--- src/rtl/nibble_serial_adder.sv ---
// Serial wide adder: feeds an external 4-bit adder slice one nibble per cycle, chaining its carry.
// Result valid NIBBLES cycles after accept; holds result in DONE until out_ready, no accept outside IDLE.
module nibble_serial_adder #(
  parameter int NIBBLES = 4
) (
  input  logic                   clk,
  input  logic                   rst,
  input  logic                   in_valid,
  output logic                   in_ready,
  input  logic [4*NIBBLES-1:0]   op_a,
  input  logic [4*NIBBLES-1:0]   op_b,
  input  logic                   op_cin,
  output logic [3:0]             add_a,
  output logic [3:0]             add_b,
  output logic                   add_cin,
  input  logic [3:0]             add_sum,
  input  logic                   add_cout,
  output logic                   out_valid,
  input  logic                   out_ready,
  output logic [4*NIBBLES-1:0]   result,
  output logic                   cout
);

  localparam int W     = 4 * NIBBLES;
  localparam int IDX_W = (NIBBLES > 1) ? $clog2(NIBBLES) : 1;
  localparam logic [IDX_W-1:0] LAST_IDX = IDX_W'(NIBBLES - 1);

  typedef enum logic [1:0] {
    IDLE,
    RUN,
    DONE
  } state_t;

  state_t           state_q, state_d;
  logic [IDX_W-1:0] idx_q, idx_d;
  logic             carry_q, carry_d;
  logic [W-1:0]     a_q, a_d;
  logic [W-1:0]     b_q, b_d;
  logic [W-1:0]     result_q, result_d;
  logic             cout_q, cout_d;

  always_ff @(posedge clk or posedge rst) begin
    if (rst) begin
      state_q  <= IDLE;
      idx_q    <= '0;
      carry_q  <= 1'b0;
      a_q      <= '0;
      b_q      <= '0;
      result_q <= '0;
      cout_q   <= 1'b0;
    end else begin
      state_q  <= state_d;
      idx_q    <= idx_d;
      carry_q  <= carry_d;
      a_q      <= a_d;
      b_q      <= b_d;
      result_q <= result_d;
      cout_q   <= cout_d;
    end
  end

  always_comb begin
    state_d   = state_q;
    idx_d     = idx_q;
    carry_d   = carry_q;
    a_d       = a_q;
    b_d       = b_q;
    result_d  = result_q;
    cout_d    = cout_q;
    in_ready  = 1'b0;
    out_valid = 1'b0;
    add_a     = 4'h0;
    add_b     = 4'h0;
    add_cin   = 1'b0;

    case (state_q)
      IDLE: begin
        in_ready = 1'b1;
        if (in_valid) begin
          a_d      = op_a;
          b_d      = op_b;
          carry_d  = op_cin;
          idx_d    = '0;
          result_d = '0;
          state_d  = RUN;
        end
      end

      RUN: begin
        // Only the active nibble is driven to the slice; its sum lands in the same lane.
        for (int i = 0; i < NIBBLES; i++) begin
          if (idx_q == IDX_W'(i)) begin
            add_a              = a_q[4*i +: 4];
            add_b              = b_q[4*i +: 4];
            result_d[4*i +: 4] = add_sum;
          end
        end
        add_cin = carry_q;
        carry_d = add_cout;
        if (idx_q == LAST_IDX) begin
          cout_d  = add_cout;
          state_d = DONE;
        end else begin
          idx_d = idx_q + 1'b1;
        end
      end

      DONE: begin
        out_valid = 1'b1;
        if (out_ready) begin
          state_d = IDLE;
        end
      end

      default: begin
        state_d = IDLE;
      end
    endcase
  end

  assign result = result_q;
  assign cout   = cout_q;

endmodule

--- config.mk ---
export PLATFORM = sky130hd
export DESIGN_NAME = nibble_serial_adder
export DESIGN_NICKNAME = d
export VERILOG_FILES = /design/src/rtl/nibble_serial_adder.sv
export SDC_FILE = /design/constraint.sdc
export NUM_CORES = 1
export LEC_CHECK = 0
export ABC_AREA = 1
export BUFFER_PORTS_ARGS = -buffer_cell sky130_fd_sc_hd__buf_2
export CORE_MARGIN = 2
export CORE_UTILIZATION = 40
export DETAILED_ROUTE_END_ITERATION = 8
export GPL_ROUTABILITY_DRIVEN = 0
export GPL_TIMING_DRIVEN = 0
export RECOVER_POWER = 50
export SETUP_SLACK_MARGIN = 0.4
export SLEW_MARGIN = 20
export SYNTH_ARGS = -nofsm -noshare
export SYNTH_HDL_FRONTEND = slang
export SYNTH_SLANG_ARGS = --single-unit
export TNS_END_PERCENT = 20
--- constraint.sdc ---
create_clock -name clk -period 1.6 [get_ports clk]
set_input_delay 0.16 -clock clk [delete_from_list [all_inputs] [get_ports clk]]
set_output_delay 0.16 -clock clk [all_outputs]
set_load 0.02 [all_outputs]
==> impl_metrics.tcl <==
set metrics [dict create \
    end_kind "primary output" \
    rr_startpoint "state_q[0]$_DFFE_PP0P_" \
    cts_buffer_depth 2 \
    fin_util_pct 65.1 \
    ys.flop_type "dfrtp_1" \
    routedWlPerCell_um 15.0 \
    dr.pass1.iters 4 \
    cts_buffers 5 \
    powerDensity_nw_per_um2 2160 \
    ant_nets 0 \
    n_antenna_cell 0 \
    cts_tree "built" \
    initial_core_util_pct 41.1 \
    synth_most_common_cell "nand2_1" \
    synthCells 330 \
    drv_slew 0 \
    critPathLaunchType "flip-flop" \
    die_w_um 84.6 \
    place_ws_ps -185 \
    synth-edff-count 0 \
    grt_use_total_pct 20.3 \
    vias_per_cell 5.05 \
    synth_area_leaders "dfrtp_1, nand2_1, nand3_1" \
    clk_latency_ps 300 \
    relSlewSlack_pct 55.6 \
    grt_overflow 0 \
    p_leak_nw 2.10 \
    synth_top_area_share_pct 52.0 \
    grt_pass1_vias 2462 \
    synth_common_cells "nand2_1, nand3_1, dfrtp_1" \
    layout-drive-gt1-share_pct 47.3 \
    worst_slack_ps -212 \
    path_class "flip-flop to primary output" \
    skew_ps 11.0 \
    fin_setup_tns_ps -1540 \
    placedCellCount 476 \
    critical_path_required_ps 1440 \
    ctsRootBufferMaster "clkbuf_8" \
    wl_um 7770 \
    io_buffers 68 \
    status "finished with violations" \
    dieArea_um2 7150 \
    fmaxAchievable_mhz 552 \
    grt_max_degree 31 \
    hold_viol 0 \
    synth_seq_area_share_pct 52.0 \
    min_from "add_cout" \
    clock-sinks 54 \
    path_clk_slew_ps 100 \
    drc 0 \
    area_growth_pct 58.2 \
    rsz0062_at_grt "true" \
    power_mw 8.87 \
    max_slew.worst_pin.slew_ps 665 \
    cts_htree_levels 2 \
    design.core.area_um2 6310 \
    fillers 543 \
    vias 2612 \
    synthDistinctLibCells 15 \
    crit_arrival_ps 1650 \
    critical_path.max_fanout 6 \
    min_period_over_period_pct 113 \
    hpwl_um 4730 \
    vdd_ir_drop_max_uv 973 \
    syn_avg_cell_area_um2 7.87 \
    grt_pass1_wl_um 11600 \
    antenna_found_initial 0 \
    violations "negative setup slack" \
    synthesis.area_um2 2600 \
    min_period_ps 1810 \
    ys_ff_latch 54 \
    synth.largest_area_cell "dfrtp_1" \
    final_nets 485 \
    synthesis.nets 376 \
    startpoint "idx_q[0]$_DFFE_PP0P_" \
    ioPinCount 70 \
    hold_path.class "input pin to flip-flop" \
    yosysWarnings 0 \
    maxCapViolCount 0 \
    die_h_um 84.6 \
    final-instance-count-excl-fill 517 \
    async_reset_ff_share_pct 100 \
    drt_iter0_drc 140 \
    finalSetupViolCount 8 \
    num_rows 29 \
]
[cells by family (layout without fill, tap and decap cells)]
kind of cell | count (synthesis) | after routing | synth area share, %
adder cells (fa/ha/maj) | 4 | 4 | 1.93
AND/OR/NAND/NOR | 232 | 233 | 38.7
buffers and inverters | 32 | 141 | 5.78
AO/OA/AOI/OAI | 8 | 8 | 1.54
flip-flops | 54 | 54 | 52.0
[metrics by stage]
stage	hold slack [ps]	cell area (um^2)
3_3_place_gp	378	3040
4_1_cts	67.5	3690
5_1_grt	72.8	4110
6_report	71.3	4110
3_5_place_dp	305	3060
2_1_floorplan	228	2600
[power breakdown]
group | switching, mW | internal, mW
clock network | 0.441 | 0.351
registers | 0.569 | 1.96
logic | 2.97 | 2.58
[state kept, by name, indices dropped and copies added, names as in the netlist]
signal	count
result	16
cout	1
state_q	2
carry_q	1
a_q	16
b_q	16
idx_q	2
[final cells by class]
type	count	area [um^2]	share of cell area, %
sequential	54	1360	33.0
inverter	12	71.3	1.74
clock buffer	7	86.3	2.10
buffer	20	246	6.00
clock inverter	1	5.00	0.122
timing repair buffer	101	686	16.7
tap	77	96.3	2.35
multi-input combinational	245	1560	38.0
[cells in the final DEF (no fill, tap or decap), drive strengths merged]
cell type and n:
clkinvlp 1, clkbuf 31, buf 96, dfrtp 54, clkinv 1, dlygate4sd3 1, inv 11, a21oi 8
nand2 133, nand3 63, ha 4, nand4 16, nor2 21
[worst max-delay path, cell delays in order, from the launching register on]
cell	delay, ps
dfrtp_2	480
inv_4	70
ha_4	190
clkbuf_16	170
a21oi_4	120
nand2_2	60
nand2_1	50
nand2_1	70
buf_6	130
[what timing repair did]
item,in CTS,in global routing
endpoints found under the hold margin,29,0
setup endpoints to repair,64,64
hold buffers,1,0
setup buffers,11,19
cloned,0,2
gates resized for setup,135,66
pin swaps,25,38
[metal layers]
layer | vias to the layer above | global-route usage [%] | share of wire [%]
met5 | - | 0 | 0
met4 | 0 | 6.06 | 0.77
met3 | 4 | 4.82 | 5.1
met2 | 87 | 34.5 | 52
met1 | 1227 | 25.8 | 42
li1 | 1294 | - | -
[worst paths after layout]
check / cells after the start / endpoint / slack (ps)
min in group asynchronous: 3 / result[5]$_DFFE_PP0P_ / 480
hold / removal: 3 / cout$_DFFE_PP0P_ / 70
setup reg to reg: 7 / b_q[3]$_DFFE_PP0P_ / 90
max in group asynchronous: 4 / a_q[5]$_DFFE_PP0P_ / 290
hold reg to reg: 2 / b_q[12]$_DFFE_PP0P_ / 490
setup / recovery: 8 / add_b[0] / -210
(Power assumes the default switching activity.)
